--- src/rtl/alu_operand_issuer.sv ---
// alu_operand_issuer
// Initiator-side sequencer for the DA_CU datapath/control unit. Takes one
// operand pair at a time from a valid/ready request port, serialises it onto
// the unit's data input (start + A, then B), waits for the unit's done strobe
// under a watchdog, and returns the captured result on a valid/ready
// response port. Completion and timeout counters aid bring-up.
module alu_operand_issuer #(
    parameter int WIDTH   = 4,
    parameter int TIMEOUT = 15
) (
    input  logic             clk,
    input  logic             rst_n,
    input  logic             req_valid,
    output logic             req_ready,
    input  logic [WIDTH-1:0] req_a,
    input  logic [WIDTH-1:0] req_b,
    output logic             alu_start,
    output logic [WIDTH-1:0] alu_din,
    input  logic [WIDTH-1:0] alu_dout,
    input  logic             alu_done,
    output logic             rsp_valid,
    input  logic             rsp_ready,
    output logic [WIDTH-1:0] rsp_data,
    output logic             rsp_timeout,
    output logic             busy,
    output logic [7:0]       done_cnt,
    output logic [7:0]       tmo_cnt
);

    // FSM encoding
    localparam logic [2:0] ST_IDLE   = 3'd0;
    localparam logic [2:0] ST_LOAD_A = 3'd1;
    localparam logic [2:0] ST_LOAD_B = 3'd2;
    localparam logic [2:0] ST_WAIT   = 3'd3;
    localparam logic [2:0] ST_RESP   = 3'd4;

    // Watchdog limit in the wait counter's width (TIMEOUT is 1..255)
    localparam logic [7:0] TIMEOUT_CNT = 8'(TIMEOUT);

    // Index of each event counter in the counter bank
    localparam int CNT_DONE = 0;
    localparam int CNT_TMO  = 1;

    logic [2:0]       state_reg,       state_next;
    logic [WIDTH-1:0] op_a_reg,        op_a_next;
    logic [WIDTH-1:0] op_b_reg,        op_b_next;
    logic [7:0]       wait_cnt_reg,    wait_cnt_next;
    logic             alu_start_reg,   alu_start_next;
    logic [WIDTH-1:0] alu_din_reg,     alu_din_next;
    logic             rsp_valid_reg,   rsp_valid_next;
    logic [WIDTH-1:0] rsp_data_reg,    rsp_data_next;
    logic             rsp_timeout_reg, rsp_timeout_next;

    // Per-counter increment requests and the resulting counter values
    logic [1:0]       cnt_inc;
    logic [7:0]       cnt_val [2];

    // Wait counter value as it will be after this WAIT cycle
    logic [7:0]       wait_inc;

    assign wait_inc = wait_cnt_reg + 8'd1;

    // Next-state and next-output decode for the whole sequencer
    always_comb begin
        state_next       = state_reg;
        op_a_next        = op_a_reg;
        op_b_next        = op_b_reg;
        wait_cnt_next    = wait_cnt_reg;
        alu_start_next   = 1'b0;
        alu_din_next     = alu_din_reg;
        rsp_valid_next   = rsp_valid_reg;
        rsp_data_next    = rsp_data_reg;
        rsp_timeout_next = rsp_timeout_reg;
        cnt_inc          = 2'b00;

        case (state_reg)
            ST_IDLE: begin
                // req_ready is 1 here, so req_valid alone completes the handshake
                if (req_valid) begin
                    op_a_next      = req_a;
                    op_b_next      = req_b;
                    alu_start_next = 1'b1;
                    alu_din_next   = req_a;
                    state_next     = ST_LOAD_A;
                end
            end

            ST_LOAD_A: begin
                // Start pulse ends after one cycle; present operand B next
                alu_start_next = 1'b0;
                alu_din_next   = op_b_reg;
                state_next     = ST_LOAD_B;
            end

            ST_LOAD_B: begin
                alu_din_next  = op_b_reg;
                wait_cnt_next = 8'd0;
                state_next    = ST_WAIT;
            end

            ST_WAIT: begin
                wait_cnt_next = wait_inc;
                // done is checked first so it wins a same-cycle collision
                if (alu_done) begin
                    rsp_valid_next     = 1'b1;
                    rsp_data_next      = alu_dout;
                    rsp_timeout_next   = 1'b0;
                    cnt_inc[CNT_DONE]  = 1'b1;
                    state_next         = ST_RESP;
                end else if (wait_inc == TIMEOUT_CNT) begin
                    rsp_valid_next     = 1'b1;
                    rsp_data_next      = '0;
                    rsp_timeout_next   = 1'b1;
                    cnt_inc[CNT_TMO]   = 1'b1;
                    state_next         = ST_RESP;
                end
            end

            ST_RESP: begin
                // Response fields stay frozen until the consumer takes them
                if (rsp_ready) begin
                    rsp_valid_next = 1'b0;
                    state_next     = ST_IDLE;
                end
            end

            default: begin
                rsp_valid_next = 1'b0;
                state_next     = ST_IDLE;
            end
        endcase
    end

    // State and datapath registers with synchronous active-low reset
    always_ff @(posedge clk) begin
        if (!rst_n) begin
            state_reg       <= ST_IDLE;
            op_a_reg        <= '0;
            op_b_reg        <= '0;
            wait_cnt_reg    <= 8'd0;
            alu_start_reg   <= 1'b0;
            alu_din_reg     <= '0;
            rsp_valid_reg   <= 1'b0;
            rsp_data_reg    <= '0;
            rsp_timeout_reg <= 1'b0;
        end else begin
            state_reg       <= state_next;
            op_a_reg        <= op_a_next;
            op_b_reg        <= op_b_next;
            wait_cnt_reg    <= wait_cnt_next;
            alu_start_reg   <= alu_start_next;
            alu_din_reg     <= alu_din_next;
            rsp_valid_reg   <= rsp_valid_next;
            rsp_data_reg    <= rsp_data_next;
            rsp_timeout_reg <= rsp_timeout_next;
        end
    end

    // Wrapping 8-bit event counters, bumped only on the WAIT->RESP edge
    genvar gi;
    generate
        for (gi = 0; gi < 2; gi++) begin : g_evt_cnt
            logic [7:0] cnt_reg;

            // One counter per event kind; wraps 255 -> 0 naturally
            always_ff @(posedge clk) begin
                if (!rst_n) begin
                    cnt_reg <= 8'd0;
                end else if (cnt_inc[gi]) begin
                    cnt_reg <= cnt_reg + 8'd1;
                end
            end

            assign cnt_val[gi] = cnt_reg;
        end
    endgenerate

    // Registered outputs
    assign alu_start   = alu_start_reg;
    assign alu_din     = alu_din_reg;
    assign rsp_valid   = rsp_valid_reg;
    assign rsp_data    = rsp_data_reg;
    assign rsp_timeout = rsp_timeout_reg;
    assign done_cnt    = cnt_val[CNT_DONE];
    assign tmo_cnt     = cnt_val[CNT_TMO];

    // State decodes
    assign req_ready   = (state_reg == ST_IDLE);
    assign busy        = (state_reg != ST_IDLE);

endmodule

--- config.mk ---
export PLATFORM = sky130hd
export DESIGN_NAME = alu_operand_issuer
export DESIGN_NICKNAME = d
export VERILOG_FILES = /design/src/rtl/alu_operand_issuer.sv
export SDC_FILE = /design/constraint.sdc
export NUM_CORES = 1
export LEC_CHECK = 0
export BUFFER_PORTS_ARGS = -buffer_cell sky130_fd_sc_hd__clkbuf_2
export CORE_MARGIN = 2
export CORE_UTILIZATION = 50
export CTS_BUF_LIST = sky130_fd_sc_hd__clkbuf_8 sky130_fd_sc_hd__clkbuf_16
export CTS_CLUSTER_SIZE = 25
export DETAILED_ROUTE_END_ITERATION = 16
export MAX_ROUTING_LAYER = met4
export PLACE_DENSITY = 0.79
export SETUP_SLACK_MARGIN = 0.05
export SKIP_CTS_REPAIR_TIMING = 1
export SYNTH_ARGS = -nofsm -noshare
export SYNTH_HDL_FRONTEND = slang
export SYNTH_SLANG_ARGS = --single-unit
--- constraint.sdc ---
create_clock -name clk -period 2.3 [get_ports clk]
set_clock_uncertainty 0.05 [all_clocks]
set_input_delay 0 -clock clk [delete_from_list [all_inputs] [get_ports clk]]
set_output_delay 0 -clock clk [all_outputs]
set_load 0.005 [all_outputs]
==> results of run 1 <==
==> layout make-up <==
type / count / area (um2)
multi-input combinational: 181 / 1140
clock buffer: 5 / 68.8
tap: 50 / 62.6
fill: 340 / 1440
inverter: 9 / 33.8
clock inverter: 3 / 37.5
sequential: 42 / 841
timing repair buffer: 61 / 370
==> worst paths after layout <==
check             slack [ns]                 endpoint                         start
hold / removal         -0.02     alu_start$_SDFF_PN0_                     req_valid
setup reg to reg        0.23  tmo_cnt[2]$_SDFFE_PN0P_  wait_cnt_reg[0]$_SDFFE_PN0P_
setup / recovery        0.23  tmo_cnt[2]$_SDFFE_PN0P_  wait_cnt_reg[0]$_SDFFE_PN0P_
hold reg to reg         0.43  tmo_cnt[7]$_SDFFE_PN0P_       tmo_cnt[7]$_SDFFE_PN0P_
==> synthesized netlist by cell type (4+ instances only) <==
| library cell | number | area [um2] |
|---|---|---|
| dfxtp_1 | 42 | 841 |
| nor2_1 | 30 | 113 |
| nand2_1 | 26 | 97.6 |
| a21oi_1 | 16 | 80.1 |
| mux2i_1 | 12 | 120 |
| nor3_1 | 10 | 50.1 |
| inv_1 | 9 | 33.8 |
| o21ai_0 | 9 | 45.0 |
| clkbuf_1 | 6 | 22.5 |
| nand2b_1 | 6 | 37.5 |
| nand3_1 | 6 | 30.0 |
| a22oi_1 | 5 | 37.5 |
| nand4_1 | 5 | 31.3 |
| xor2_1 | 5 | 43.8 |
| a311oi_1 | 4 | 35.0 |
| ha_1 | 4 | 50.1 |
==> kinds of logic (layout without fill, tap and decap cells) <==
group	Yosys count	count (layout)	share of synthesized area, %
buf+inv	22	78	5.16
mux	12	12	5.77
compound gates	53	53	17.1
flops	42	42	40.4
fa+ha+maj	4	4	2.40
simple gates	104	104	25.9
xor+xnor	8	8	3.36
==> critical path, delay by kind of cell (launching register included) <==
kind                     cells  cell delay (ns)
AND/OR/NAND/NOR              4             1.14
flip-flops                   1             0.35
AO/OA/AOI/OAI                2             0.22
adder cells (fa/ha/maj)      1             0.22
==> power by group through the flow <==
stage	clock network, W	logic (W)	registers [W]
floorplan	0	0.000112	0.000780
global placement	0	0.000164	0.000787
detailed placement	0	0.000166	0.000787
CTS	0.000579	0.000168	0.000770
global route	0.000612	0.000201	0.000773
finish	0.000571	0.000180	0.000770
==> layer usage <==
metal,track usage [%],share of wire [%],vias to the layer above
met2,35.3,49,41
met1,25.7,45,875
li1,-,-,976
met4,8.00,1.3,0
met3,5.36,4.3,5
met5,-,0,-
==> placed cells by master (no fill, tap or decap), types with 3 or more instances in the layout <==
cell	n
nor3b_1	3
a311oi_1	4
ha_1	3
a21oi_1	16
o22ai_1	3
a22oi_1	5
clkbuf_8	5
mux2i_1	12
a2bb2oi_1	3
nor3_1	10
nor2_1	30
nand4_1	5
nand3_1	6
dlygate4sd3_1	10
xor2_1	5
nand2_1	26
buf_4	6
clkbuf_2	45
o21ai_0	9
a21o_1	3
inv_1	11
xnor2_1	3
nand2b_1	6
dfxtp_1	42
==> per-stage QoR <==
| stage | area (um2) | setup WS, ns | instances | util, % | total power, W |
|---|---|---|---|---|---|
| after floorplan | 2080 | 0.163 | 245 | - | 0.000892 |
| after global placement | 2340 | 0.185 | 333 | 58.6 | 0.000950 |
| after detailed placement | 2340 | 0.125 | 333 | 58.6 | 0.000954 |
| after CTS | 2450 | 0.0828 | 341 | 61.2 | 0.00152 |
| after global routing | 2560 | 0.0614 | 351 | 64.0 | 0.00159 |
| final | 2560 | 0.233 | 351 | 64.0 | 0.00152 |
==> impl_metrics.toml, run 1 <==
[synthesis]
synth_seq_area_share_pct = 40.4
synth_nets = 266
synth_edf_count = 0
synthArstFlopShare_pct = 0
synth.distinct_cells = 48
synthFlopType = "dfxtp_1"
syn_inst = 245
synth-seq-cells = 42
yosysWarnings = 0
avgSynthCellArea_um2 = 8.50
synth.cell_area_mm2 = 0.00208

[status]
violations = "negative hold slack"
status = "finished with violations"

[critical_path]
crit_path_start_kind = "register"
crit_chain = "ha_2 > nand3_4 > nor4_1 > a211oi_2 > or2_4 > or3_1 > a21oi_1"
worst_setup_path_end_kind = "register"
rr_worst_depth = 7
critPathArrivalTime_ns = 2.24
critPathRequiredTime_ns = 2.47
critPathKind = "reg2reg"
crit_path_max_incr_delay_ns = 0.40
crit_path_max_fanout = 7
slowest_stage = "nor4_1"

[cts]
cts.sinks = 42
clkTransAtPathRegs_ns = 0.08
clock_path_buffers = 2
clockRootBuffer = "clkbuf_8"
cts_buffers = 5
clk_latency_ns = 0.30
cts_tree = "yes"
h-tree-depth = 2

[pwr]
clock_power_share_pct = 37.5
power_frac_seq_pct = 50.6
intPower_w = 0.00115
p_leak_nw = 1.08
powerDensity_mw_per_mm2 = 594
pwr-share-comb_pct = 11.9
p_sw_share_pct = 24.4
ir_drop_uv = 531
p_switching_w = 0.000371

[routing]
remaining_drc_errors = 0
drt_iter0_markers = 88
vias = 1897
via_per_inst = 5.40
routed_wl_um = 4550
dr.pass1.iters = 4
ant_nets = 0
wl_per_cell_um = 13.0

[final_layout]
antenna_cells = 0
layout-drive-gt1-share_pct = 22.6
area_growth_pct = 22.8
fin_nets = 321

[timing]
finalMaxSlewViolations = 0
fin_crit_sh_pct = 89.9
slew_headroom_pct = 34.4
fin_crit_ns = 2.07
grt_setup_unrepaired = "false"
hold_viol = 1
holdWs_ns = -0.0171
setup_violations = 0
worst_slew_pin_slew_ns = 0.982
fmax_ghz = 0.484
setup_tns_ns = 0

[die]
dieArea_mm2 = 0.00470
start_util_pct = 52.1
die_w_um = 68.6
die_h_um = 68.6
coreArea_mm2 = 0.00400
top_level_ports = 46
rows = 23

[placed_design]
place.gp.congestion = 0.809
portBuffers = 45
hpwl_um = 3180

[grt]
antenna_found_initial = 0
grt_start_max_net_pins = 31
grt_pass1_wl_um = 7430
grt-ovfl-total = 0
grt_pass1_vias = 1692
grt_usage_pct = 21.6

[min_path]
hold_path.class = "in2reg"
hold_depth = 3

[flow_run]
maxCapViolCount = 0
(Power assumes the default switching activity.)
==> run 2, diff against run 1 <==
--- a/config.mk
+++ b/config.mk
@@ -5,6 +5,7 @@
 export SDC_FILE = /design/constraint.sdc
 export NUM_CORES = 1
 export LEC_CHECK = 0
+export ABC_AREA = 1
 export BUFFER_PORTS_ARGS = -buffer_cell sky130_fd_sc_hd__clkbuf_2
 export CORE_MARGIN = 2
 export CORE_UTILIZATION = 50
@@ -12,7 +13,8 @@
 export CTS_CLUSTER_SIZE = 25
 export DETAILED_ROUTE_END_ITERATION = 16
 export MAX_ROUTING_LAYER = met4
-export PLACE_DENSITY = 0.79
+export PLACE_DENSITY = 0.8
+export REMOVE_ABC_BUFFERS = 1
 export SETUP_SLACK_MARGIN = 0.05
 export SKIP_CTS_REPAIR_TIMING = 1
 export SYNTH_ARGS = -nofsm -noshare
==> impl_metrics.toml, run 2 <==
[status]
status = "finished with violations"
violations = "negative hold slack"

[synthesis]
synthArstFlopShare_pct = 0
synth_edf_count = 0
netlist.area_leader.share_pct = 42.2
synth-seq-cells = 42
synthFlopType = "dfxtp_1"
avgSynthCellArea_um2 = 7.51
synth_seq_area_share_pct = 42.2
synth.distinct_cells = 31
yosysTopAreaCell = "dfxtp_1"
synth.area.top_cells = "dfxtp_1 42%, nand2_1 12%, a21oi_1 9.3%"
post-synth-top-count-cell = "nand2_1"
yosysWarnings = 0
synth.cell_area_mm2 = 0.00199
syn_inst = 265
synth_commonest_cells = "62 x nand2_1, 42 x dfxtp_1, 37 x a21oi_1"

[placed_design]
hpwl_um = 3070
placed_cells = 355
preCtsSetupSlack_ns = 0.499
dpl_cell_area_mm2 = 0.00227
place.gp.congestion = 0.844
portBuffers = 45

[timing]
holdWs_ns = -0.0189
finalMaxSlewViolations = 0
setup_ws_ns = 0.458
grt_setup_unrepaired = "false"
slew_headroom_pct = 63.0
fmax_ghz = 0.543
worst_slew_pin_slew_ns = 0.555
setup_tns_ns = 0
setup_violations = 0
fin_crit_ns = 1.84
hold_viol = 5
fin_crit_sh_pct = 80.1

[final_layout]
nFillCells = 349
layout-drive-gt1-share_pct = 23.8
final_cells = 372
postLayoutCellArea_mm2 = 0.00245
final_cell_mix = "62 x nand2_1, 45 x clkbuf_2, 42 x dfxtp_1, 37 x a21oi_1, 25 x nand3_1"
mostFrequentLayoutCell = "nand2_1"
area_growth_pct = 23.3
fin_nets = 344
antenna_cells = 0

[pwr]
p_sw_share_pct = 27.0
powerDensity_mw_per_mm2 = 604
intPower_w = 0.00108
p_switching_w = 0.000399
clock_power_share_pct = 33.4
pwr-share-comb_pct = 13.9
p_leak_nw = 1.01
power_frac_seq_pct = 52.7
ir_drop_uv = 540

[cts]
h-tree-depth = 2
cts.sinks = 42
clk_latency_ns = 0.29
clock_path_buffers = 2
clockRootBuffer = "clkbuf_8"
clkTransAtPathRegs_ns = 0.08
cts_tree = "yes"
cts_buffers = 5

[critical_path]
worst_setup_path_end_kind = "register"
ff2ff_setup_slack_ns = 0.46
critPathArrivalTime_ns = 1.98
crit_path_max_fanout = 9
crit_path_start_kind = "register"
r2r_end = "tmo_cnt[0]$_SDFFE_PN0P_"
critPathKind = "reg2reg"
rr_worst_depth = 8
reg2reg_from = "wait_cnt_reg[1]$_SDFFE_PN0P_"
critPathRequiredTime_ns = 2.44

[die]
rows = 22
dieArea_mm2 = 0.00450
coreArea_mm2 = 0.00374
top_level_ports = 46
die_w_um = 67.1
die_h_um = 67.1
start_util_pct = 53.2

[routing]
ant_nets = 0
wl_per_cell_um = 11.8
drt_iter0_markers = 126
vias = 1902
remaining_drc_errors = 0
dr.pass1.iters = 4
routed_wl_um = 4400
via_per_inst = 5.11

[flow_run]
maxCapViolCount = 0

[min_path]
min_from = "rst_n"
holdPathEnd = "state_reg[0]$_SDFFE_PN0P_"
hold_path.class = "in2reg"
hold_depth = 3

[grt]
grt-ovfl-total = 0
grt_usage_pct = 20.3
grt_pass1_wl_um = 6760
antenna_found_initial = 0
grt_pass1_vias = 1622
grt_start_max_net_pins = 18
-- run 2: cell types whose count changed after synthesis, sizes merged, moves of 4 or more --
cell    before  now
a311oi       4    0
nand2b       7    0
nor3        10    3
inv          9   24
nand2       26   65
nand3        7   28
mux2i       12    0
a22oi        5    0
buf          6    0
a21oi       16   38
-- run 2: worst max-delay path by stage --
stage / start / to / slack [ns] / cells past startpoint
after floorplan: wait_cnt_reg[1]$_SDFFE_PN0P_ / tmo_cnt[0]$_SDFFE_PN0P_ / 0.71 / 8
after global placement: wait_cnt_reg[1]$_SDFFE_PN0P_ / rsp_valid$_SDFFE_PN0P_ / 0.56 / 9
after detailed placement: wait_cnt_reg[1]$_SDFFE_PN0P_ / tmo_cnt[0]$_SDFFE_PN0P_ / 0.50 / 8
after CTS: wait_cnt_reg[1]$_SDFFE_PN0P_ / rsp_valid$_SDFFE_PN0P_ / 0.46 / 9
after global routing: wait_cnt_reg[1]$_SDFFE_PN0P_ / tmo_cnt[5]$_SDFFE_PN0P_ / 0.28 / 9
final: wait_cnt_reg[1]$_SDFFE_PN0P_ / tmo_cnt[0]$_SDFFE_PN0P_ / 0.46 / 8
-- run 2: routing by layer --
layer | track usage, % | part of all wire [%] | up-vias
li1 | - | - | 990
met1 | 24.9 | 45 | 857
met2 | 32.5 | 49 | 46
met3 | 5.07 | 4.6 | 9
met4 | 7.14 | 1.5 | 0
met5 | - | 0 | -
-- run 2: logic make-up (layout without fill, tap and decap cells) --
logic type | after synthesis | count (layout) | synth area share [%]
compound gates | 54 | 54 | 14.5
xor+xnor | 7 | 7 | 3.46
fa+ha+maj | 4 | 4 | 2.51
buf+inv | 29 | 88 | 5.53
flops | 42 | 42 | 42.2
simple gates | 129 | 129 | 31.8
-- run 2: worst max-delay path: stages, from the launching register on --
cell	delay [ns]
dfxtp_1	0.40
ha_1	0.24
nor2_1	0.06
nor2_1	0.14
nand3_1	0.10
nor2_2	0.22
nand4_2	0.27
o21ai_1	0.20
a21oi_1	0.05
-- run 2: per-stage QoR --
stage,utilization [%],power (W)
6_report,65.5,0.00148
5_1_grt,65.5,0.00156
2_1_floorplan,-,0.000915
3_5_place_dp,60.6,0.000991
3_3_place_gp,60.6,0.000986
4_1_cts,63.1,0.00148
-- run 2: layout make-up --
type	instances	area [um2]	share of cell area (%)
clock buffer	6	82.6	3.37
timing repair buffer	55	323	13.2
sequential	42	841	34.3
inverter	25	95.1	3.88
tap	48	60.1	2.45
clock inverter	2	12.5	0.510
multi-input combinational	194	1040	42.4
-- run 2: power groups by stage --
stage / sequential (W) / clock [W] / combinational, W
floorplan: 0.000797 / 0 / 0.000118
global placement: 0.000797 / 0 / 0.000189
detailed placement: 0.000799 / 0 / 0.000192
CTS: 0.000782 / 0.000507 / 0.000193
global route: 0.000786 / 0.000537 / 0.000233
finish: 0.000782 / 0.000494 / 0.000206
==> run 3, diff against run 2 <==
--- a/config.mk
+++ b/config.mk
@@ -5,10 +5,10 @@
 export SDC_FILE = /design/constraint.sdc
 export NUM_CORES = 1
 export LEC_CHECK = 0
-export ABC_AREA = 1
+export ABC_AREA = 0
 export BUFFER_PORTS_ARGS = -buffer_cell sky130_fd_sc_hd__clkbuf_2
 export CORE_MARGIN = 2
-export CORE_UTILIZATION = 50
+export CORE_UTILIZATION = 48
 export CTS_BUF_LIST = sky130_fd_sc_hd__clkbuf_8 sky130_fd_sc_hd__clkbuf_16
 export CTS_CLUSTER_SIZE = 25
 export DETAILED_ROUTE_END_ITERATION = 16
==> constraint.sdc (replaced) <==
create_clock -name clk -period 1.6 [get_ports clk]
set_clock_uncertainty 0.05 [all_clocks]
set_input_delay 0 -clock clk [delete_from_list [all_inputs] [get_ports clk]]
set_output_delay 0 -clock clk [all_outputs]
set_load 0.005 [all_outputs]
==> impl_metrics.toml, run 3 (synthesized netlist as in run 1, its figures left out) <==
[final_layout]
nFillCells = 308
final_util_pct = 71.3
multi_input_area_mm2 = 0.00129
final_cell_mix = "45 x clkbuf_2, 35 x dfxtp_1, 29 x nor2_1, 29 x buf_4, 23 x nand2_1"
final-seq-area_um2 = 850
fin_nets = 347
antenna_cells = 0
mostFrequentLayoutCell = "clkbuf_2"
layout-drive-gt1-share_pct = 37.0
area_growth_pct = 39.9

[grt]
grt_start_max_net_pins = 31
grt_usage_pct = 20.0
grt_pass1_wl_um = 7790
antenna_found_initial = 0
grt_pass1_vias = 1760
grt-ovfl-total = 0

[die]
die_h_um = 69.9
dieArea_mm2 = 0.00488
rows = 23
top_level_ports = 46
coreArea_mm2 = 0.00409
die_w_um = 69.9
start_util_pct = 51.0

[cts]
h-tree-depth = 2
clk_latency_ns = 0.29
cts_buffers = 5
clock_path_buffers = 2
clockRootBuffer = "clkbuf_8"
clkTransAtPathRegs_ns = 0.08
cts_tree = "yes"
cts.sinks = 42

[critical_path]
r2r_end = "tmo_cnt[2]$_SDFFE_PN0P_"
ff2ff_setup_slack_ns = -0.45
crit_path_max_fanout = 6
crit_path_start_kind = "register"
slowest_stage = "dfxtp_2"
crit_path_max_incr_delay_ns = 0.37
worst_setup_path_end_kind = "register"
rr_worst_depth = 9
critPathArrivalTime_ns = 2.23
critPathRequiredTime_ns = 1.78
crit_chain = "ha_4 > nand3_4 > buf_4 > nor4_4 > a211oi_4 > or2_4 > buf_6 > or3_4 > a21oi_2"
reg2reg_from = "wait_cnt_reg[1]$_SDFFE_PN0P_"
critPathKind = "reg2reg"

[routing]
remaining_drc_errors = 0
vias = 2030
drt_iter0_markers = 70
wl_met3_um = 203
via_per_inst = 5.38
dr.pass1.iters = 4
wl_per_cell_um = 13.4
wirelength_met1_um = 2250
routed.top_layer = "met4"
routed_wl_um = 5050
wl_met2_um = 2560
ant_nets = 0

[timing]
holdWs_ns = -0.00710
grt_setup_unrepaired = "true"
fmax_ghz = 0.489
worst_slew_pin_slew_ns = 0.385
slew_headroom_pct = 74.4
setup_violations = 18
finalMaxSlewViolations = 0
fin_crit_ns = 2.05
hold_viol = 1
setup_ws_ns = -0.446
fin_crit_sh_pct = 128

[status]
violations = "negative hold slack, negative setup slack"
status = "finished with violations"

[min_path]
hold_depth = 3
hold_path.class = "in2reg"
holdPathEnd = "alu_start$_SDFF_PN0_"
min_from = "req_valid"

[placed_design]
portBuffers = 45
hpwl_um = 3430
place.gp.congestion = 0.829
preCtsSetupSlack_ns = -0.573

[pwr]
powerDensity_mw_per_mm2 = 771
p_leak_nw = 1.26
ir_drop_uv = 689

[flow_run]
maxCapViolCount = 0
## run 3: cell count changes in the layout (fill, tap and decap cells not counted), moves of 8 or more
cell | before | now
buf_4 | 1 | 29
nor2_1 | 21 | 29
nand3_1 | 25 | 6
inv_1 | 22 | 10
a21oi_1 | 37 | 15
nor3_1 | 1 | 9
nand2_1 | 62 | 23
o21ai_1 | 9 | 0
mux2i_1 | 0 | 12
## run 3: per-layer routing
metal / vias up / global-route usage, %
met2: 47 / 33.1
li1: 1031 / -
met4: 0 / 5.98
met3: 6 / 3.46
met5: - / -
met1: 946 / 25.0
## run 3: worst max-delay path by stage
stage                                  from                        to  slack (ns)  cells past startpoint
2_1_floorplan     state_reg[0]$_SDFFE_PN0P_  done_cnt[5]$_SDFFE_PN0P_       -0.87                      6
3_3_place_gp   wait_cnt_reg[0]$_SDFFE_PN0P_   tmo_cnt[2]$_SDFFE_PN0P_       -0.48                      8
3_5_place_dp   wait_cnt_reg[0]$_SDFFE_PN0P_   tmo_cnt[6]$_SDFFE_PN0P_       -0.57                      8
4_1_cts        wait_cnt_reg[0]$_SDFFE_PN0P_   tmo_cnt[6]$_SDFFE_PN0P_       -0.58                      8
5_1_grt        wait_cnt_reg[1]$_SDFFE_PN0P_   tmo_cnt[2]$_SDFFE_PN0P_       -0.53                      9
6_report       wait_cnt_reg[1]$_SDFFE_PN0P_   tmo_cnt[2]$_SDFFE_PN0P_       -0.45                      9
## run 3: critical path: cells and delay by family (launching register included)
family                     cells  cell delay (ns)
AOI/OAI and AO/OA              2             0.18
buffers and inverters          2             0.30
DFF                            1             0.37
and+or+nand+nor                4             0.92
adders and majority gates      1             0.16
## run 3: through the flow
| step | total power, W | std cells | setup TNS, ns | instance area, um2 |
|---|---|---|---|---|
| floorplan | 0.00127 | 232 | -13.00 | 2010 |
| global placement | 0.00140 | 356 | -6.10 | 2520 |
| detailed placement | 0.00140 | 356 | -6.76 | 2520 |
| CTS | 0.00223 | 364 | -7.15 | 2630 |
| global route | 0.00233 | 377 | -7.49 | 2920 |
| finish | 0.00225 | 377 | -5.55 | 2920 |
## run 3: final cells by class
type                            count  share of cell area, %
Multi-Input combinational cell    181                   44.2
Sequential cell                    42                   29.1
Inverter                            9                   1.16
Timing Repair Buffer               87                   19.6
Tap cell                           50                   2.15
Clock buffer                        5                   2.36
Clock inverter                      3                   1.42
## run 3: where the power goes
part	internal (W)	total (W)	leakage [nW]	switching, W
registers	0.00108	0.00111	0.344	0.0000251
logic	0.000150	0.000307	0.860	0.000157
clock network	0.000459	0.000835	0.0556	0.000375
